===== config.mk =====
export PLATFORM = sky130hd
export DESIGN_NAME = spw_link_timer
export DESIGN_NICKNAME = d
export VERILOG_FILES = /design/src/rtl/spw_link_timer.sv
export SDC_FILE = /design/constraint.sdc
export NUM_CORES = 1
export LEC_CHECK = 0
export ABC_AREA = 0
export BUFFER_PORTS_ARGS = -buffer_cell sky130_fd_sc_hd__buf_4
export CAP_MARGIN = 0
export CORE_ASPECT_RATIO = 1.75
export CORE_MARGIN = 4
export CORE_UTILIZATION = 57
export CTS_BUF_LIST = sky130_fd_sc_hd__clkbuf_2 sky130_fd_sc_hd__clkbuf_4 sky130_fd_sc_hd__clkbuf_8
export DETAILED_ROUTE_END_ITERATION = 10
export GPL_TIMING_DRIVEN = 0
export PLACE_DENSITY_LB_ADDON = 0.08
export SLEW_MARGIN = 20
export SYNTH_ARGS = -nofsm -noshare
export SYNTH_HDL_FRONTEND = slang
export SYNTH_SLANG_ARGS = --single-unit

===== constraint.sdc =====
create_clock -name CLOCK -period 3 [get_ports CLOCK]
set_clock_uncertainty 0.1 [all_clocks]
set_input_delay 0.75 -clock CLOCK [delete_from_list [all_inputs] [get_ports CLOCK]]
set_output_delay 0.75 -clock CLOCK [all_outputs]
set_load 0.1 [all_outputs]

===== src/rtl/spw_link_timer.sv =====
// SpaceWire link-FSM timer: prescaled after64/after128 timeouts with run-time thresholds.
// Defining SPW_DISC_TIMER_EN adds the disconnect watchdog (rx_activity in, disconnect out).
module spw_link_timer #(
  parameter int CNT_W     = 12,
  parameter int PRESC_W   = 4,
  parameter int PRESC_DIV = 1,
  parameter int T_SHORT   = 1280,
  parameter int T_LONG    = 2560,
  parameter int PERIODIC  = 1
`ifdef SPW_DISC_TIMER_EN
  ,
  parameter int DISC_W    = 8,
  parameter int DISC_CNT  = 85
`endif
) (
  input  logic             CLOCK,
  input  logic             RESETn,
  input  logic             enableTimer,
  input  logic             restart,
  input  logic             cfg_load,
  input  logic [CNT_W-1:0] cfg_short,
  input  logic [CNT_W-1:0] cfg_long,
`ifdef SPW_DISC_TIMER_EN
  input  logic             rx_activity,
  output logic             disconnect,
`endif
  output logic             after64,
  output logic             after128,
  output logic             expired,
  output logic             cfg_err,
  output logic [CNT_W-1:0] count
);

  localparam logic [CNT_W-1:0]   CNT_ZERO    = {CNT_W{1'b0}};
  localparam logic [CNT_W-1:0]   CNT_ONE     = CNT_W'(32'd1);
  localparam logic [CNT_W-1:0]   T_SHORT_C   = CNT_W'(T_SHORT);
  localparam logic [CNT_W-1:0]   T_LONG_C    = CNT_W'(T_LONG);
  localparam logic [PRESC_W-1:0] PRESC_ZERO  = {PRESC_W{1'b0}};
  localparam logic [PRESC_W-1:0] PRESC_ONE   = PRESC_W'(32'd1);
  localparam logic [PRESC_W-1:0] PRESC_LAST  = PRESC_W'(PRESC_DIV - 32'sd1);
  localparam bit                 ONE_SHOT    = (PERIODIC == 32'sd0);

  logic [CNT_W-1:0]   cnt_q, cnt_d;
  logic [PRESC_W-1:0] presc_q, presc_d;
  logic [CNT_W-1:0]   thr_short_q, thr_short_d;
  logic [CNT_W-1:0]   thr_long_q, thr_long_d;
  logic               a64_q, a64_d;
  logic               a128_q, a128_d;
  logic               expired_q, expired_d;
  logic               cfg_err_q, cfg_err_d;

  // Next-state: priority is disable > restart > one-shot hold > tick processing.
  always_comb begin
    cnt_d       = cnt_q;
    presc_d     = presc_q;
    thr_short_d = thr_short_q;
    thr_long_d  = thr_long_q;
    a64_d       = 1'b0;
    a128_d      = 1'b0;
    expired_d   = expired_q;
    cfg_err_d   = cfg_err_q;
    if (!enableTimer) begin
      cnt_d     = CNT_ZERO;
      presc_d   = PRESC_ZERO;
      expired_d = 1'b0;
      if (cfg_load) begin
        if (cfg_short < cfg_long) begin
          thr_short_d = cfg_short;
          thr_long_d  = cfg_long;
          cfg_err_d   = 1'b0;
        end else begin
          cfg_err_d   = 1'b1;
        end
      end else begin
        cfg_err_d = cfg_err_q;
      end
    end else if (restart) begin
      cnt_d     = CNT_ZERO;
      presc_d   = PRESC_ZERO;
      expired_d = 1'b0;
    end else if (ONE_SHOT && expired_q) begin
      // One-shot run is finished: freeze the count and emit nothing more.
      cnt_d = cnt_q;
    end else if (presc_q == PRESC_LAST) begin
      presc_d = PRESC_ZERO;
      if (cnt_q == thr_long_q) begin
        a128_d    = 1'b1;
        expired_d = 1'b1;
        cnt_d     = ONE_SHOT ? cnt_q : CNT_ZERO;
      end else if (cnt_q == thr_short_q) begin
        a64_d = 1'b1;
        cnt_d = cnt_q + CNT_ONE;
      end else begin
        cnt_d = cnt_q + CNT_ONE;
      end
    end else begin
      presc_d = presc_q + PRESC_ONE;
    end
  end

  // Timer state registers with synchronous active-low reset.
  always_ff @(posedge CLOCK) begin
    if (!RESETn) begin
      cnt_q       <= CNT_ZERO;
      presc_q     <= PRESC_ZERO;
      thr_short_q <= T_SHORT_C;
      thr_long_q  <= T_LONG_C;
      a64_q       <= 1'b0;
      a128_q      <= 1'b0;
      expired_q   <= 1'b0;
      cfg_err_q   <= 1'b0;
    end else begin
      cnt_q       <= cnt_d;
      presc_q     <= presc_d;
      thr_short_q <= thr_short_d;
      thr_long_q  <= thr_long_d;
      a64_q       <= a64_d;
      a128_q      <= a128_d;
      expired_q   <= expired_d;
      cfg_err_q   <= cfg_err_d;
    end
  end

  assign after64  = a64_q;
  assign after128 = a128_q;
  assign expired  = expired_q;
  assign cfg_err  = cfg_err_q;
  assign count    = cnt_q;

`ifdef SPW_DISC_TIMER_EN
  localparam logic [DISC_W-1:0] DISC_ZERO = {DISC_W{1'b0}};
  localparam logic [DISC_W-1:0] DISC_ONE  = DISC_W'(32'd1);
  localparam logic [DISC_W-1:0] DISC_LAST = DISC_W'(DISC_CNT);

  logic [DISC_W-1:0] disc_cnt_q, disc_cnt_d;
  logic              disc_q, disc_d;

  // Disconnect watchdog: unprescaled, any clear source beats reaching the limit.
  always_comb begin
    disc_cnt_d = disc_cnt_q;
    disc_d     = disc_q;
    if (!enableTimer || restart || rx_activity) begin
      disc_cnt_d = DISC_ZERO;
      disc_d     = 1'b0;
    end else if (disc_cnt_q == DISC_LAST) begin
      disc_cnt_d = disc_cnt_q;
      disc_d     = 1'b1;
    end else begin
      disc_cnt_d = disc_cnt_q + DISC_ONE;
      disc_d     = ((disc_cnt_q + DISC_ONE) == DISC_LAST);
    end
  end

  // Disconnect watchdog registers.
  always_ff @(posedge CLOCK) begin
    if (!RESETn) begin
      disc_cnt_q <= DISC_ZERO;
      disc_q     <= 1'b0;
    end else begin
      disc_cnt_q <= disc_cnt_d;
      disc_q     <= disc_d;
    end
  end

  assign disconnect = disc_q;
`endif

endmodule


==> out/results.ini <==
[status]
outcome=complete, no violations

[setup_path]
reg2reg_to=count[9]
r2r_cells=6
required_ps=3120
rr_startpoint=count[2]
cp_common_cell=a21o_1
cp.arrival_ps=2740
crit_path_cell_trace=buf_4, ha_1, a21o_1, a21o_1, a221o_1, a41oi_4, buf_8, mux2i_1
startpoint_type=input pin
crit_path_top_delay_cell=a41oi_4
regToRegSetupSlack_ps=820
crit_fanout=10
crit_type=in2reg
cpPeakStageDelay_ps=430
endpoint_kind=register

[placement]
gp_congestion=0.7840
hpwl_um=4241
portBuffers=43
dpl_cell_area_um2=2773

[cells_and_area]
drive_above_1_share_pct=16.82
antenna_cells=0
num-nets-final=370
layout_common_cells=52 x nand2_1, 44 x dfxtp_1, 43 x buf_4
num-fill-cells=350
final_cell_area_um2=2854
area_delta_synth_final_pct=19.42
final_common_cell=nand2_1

[sta]
fin_tns_setup_ps=0
hold_violations=0
holdWs_ps=367.3
fin_crit_sh_pct=87.25
rsz0062_at_grt=no
min_period_ps=2617
max_slew_margin_pct=58.34
worst_pin_slew_ps=623.5
maxSlewViolCount=0
fmax_mhz=382.0
setup_viol=0

[detailed_routing]
wl_um=5144
post_drt_wl_per_cell_um=13.72
postRouteAntennaNets=0
via_per_inst=5.208
drc=0
drt_iter0_drc=41
drt-pass1-iter-count=5
vias=1953

[global_route]
grt_usage_pct=20.19
grt_use_met1_pct=20.02
grtUsageMet2_pct=39.22
antenna_found_initial=0
grt-ovfl-total=0
grt.busiest_layer=met2
globalRouteMet3Util_pct=4.264
grt_max_degree=13
grt_pass1_wl_um=8466
grt_pass1_vias=1983

[synthesis]
synthCells=277
synthesis.nets=320
syn_area_per_cell_um2=8.627
yosys_warnings=0
synth_top_flop_cell=dfxtp_1
yosysSeqAreaShare_pct=36.86
synth-edff-count=0
ys_seq_elements=44
netlist_area_um2=2390
synth_cell_types=34
async_flop_share_pct=0

[clocking]
postCtsHoldBufs=0
htree_levels=2
clockRootBuffer=clkbuf_8
post-cts-setup-buffers=0
clk-insertion-delay-late_ps=290
cts_repair_resize_count=0
tritoncts=yes
clock_path_buffers=2
path_clk_slew_ps=80
numCtsBuffers=5
clock_sinks=44

[power]
seqPwrFrac_pct=54.1
switching_share_pct=25.49
p_int_mw=0.8469
p_comb_share_pct=14.6
p_leak_nw=1.296
peakVddDrop_v=0.0003619
clkPwrFrac_pct=31.3
power.switching_mw=0.2897
power_density_nw_per_um2=398.3

[hold_path]
min_from=expired
worstHoldEndpoint=expired
hold_depth=1
hold_class=reg2reg

[floorplan]
core_area_um2=3979
ios=45
std_cell_rows=30
fp.dieH_um=93.66
dieArea_um2=5333
initial_utilization_pct=60.06
dieWidth_um=56.95

[job]
cap_violations=0

metal layers:
layer  share of wire, %  routed length [um]
met5                  0                   0
met4                2.7                 140
met3                3.8                 193
met2                 55                2851
met1                 38                1958
area by class of cell:
cell class,count,area (um^2),share of cell area [%]
inverters,15,56.30,1.973
plain buffers,15,78.83,2.762
repair buffers,43,322.8,11.31
well taps,48,60.06,2.104
clock inverters,1,5.005,0.1754
multi-input cells,203,1374,48.14
clock buffers,6,76.32,2.674
flip-flops and latches,44,880.8,30.86
worst max-delay path, delay by kind of cell:
kind	cells	cell delay, ps
AOI/OAI and AO/OA	4	1150
muxes	1	200
adders and majority gates	1	300
buffers and inverters	2	340
logic make-up (layout without fill, tap and decap cells):
| group | count (synthesis) | after routing | synth area share, % |
|---|---|---|---|
| XOR/XNOR | 34 | 34 | 12.46 |
| multiplexers | 24 | 24 | 10.05 |
| buffers and inverters | 30 | 80 | 5.654 |
| adder cells (fa/ha/maj) | 14 | 14 | 7.330 |
| AND/OR/NAND/NOR | 112 | 112 | 21.52 |
| AO/OA/AOI/OAI | 19 | 19 | 6.126 |
| flip-flops | 44 | 44 | 36.86 |
registers in the layout (all words and copies together) (netlist names):
| name | cells |
|---|---|
| count | 12 |
| thr_long_q | 12 |
| thr_short_q | 12 |
| presc_q | 4 |
| after128 | 1 |
| after64 | 1 |
| cfg_err | 1 |
| expired | 1 |
how the worst max path moves through the flow:
stage                            start         endpoint  slack [ps]  cells after the start
after CTS                 cfg_short[9]   thr_short_q[8]         360                      8
after global placement    cfg_short[9]  thr_short_q[11]         100                      8
after floorplan            cfg_long[9]   thr_long_q[10]         390                      8
final                     cfg_short[9]   thr_short_q[8]         380                      8
after detailed placement  cfg_short[9]   thr_short_q[8]          60                      8
after global routing      cfg_short[9]   thr_short_q[8]         300                      8
power by group through the flow:
| stage | clock network (mW) | registers [mW] | logic, mW |
|---|---|---|---|
| finish | 0.356 | 0.614 | 0.166 |
| global route | 0.378 | 0.616 | 0.185 |
| CTS | 0.362 | 0.614 | 0.167 |
| detailed placement | 0 | 0.628 | 0.167 |
| global placement | 0 | 0.627 | 0.163 |
| floorplan | 0 | 0.637 | 0.0967 |
Yosys cell counts, drive strengths merged, types with 2 or more instances:
cell type | count | area (um^2)
nand2 | 52 | 195.2
dfxtp | 44 | 880.8
mux2i | 24 | 240.2
xor2 | 24 | 210.2
nor2 | 20 | 75.07
inv | 15 | 56.30
ha | 14 | 175.2
clkbuf | 13 | 48.80
xnor2 | 10 | 87.58
nand3 | 9 | 45.04
nor2b | 9 | 56.30
nor4 | 5 | 31.28
o21ai | 5 | 28.78
a21oi | 4 | 20.02
and3 | 4 | 25.02
nor3 | 4 | 20.02
a21o | 3 | 23.77
nand4 | 3 | 18.77
buf | 2 | 30.03
through the flow:
step	worst slack, ps	total power [mW]	cells	util, %
3_5_place_dp	57.63	0.7949	368	69.69
6_report	382.5	1.137	375	71.73
2_1_floorplan	393.0	0.7334	277	-
3_3_place_gp	101.2	0.7908	368	69.69
5_1_grt	295.8	1.179	375	71.73
4_1_cts	357.2	1.143	375	71.73
(Power assumes the default switching activity.)
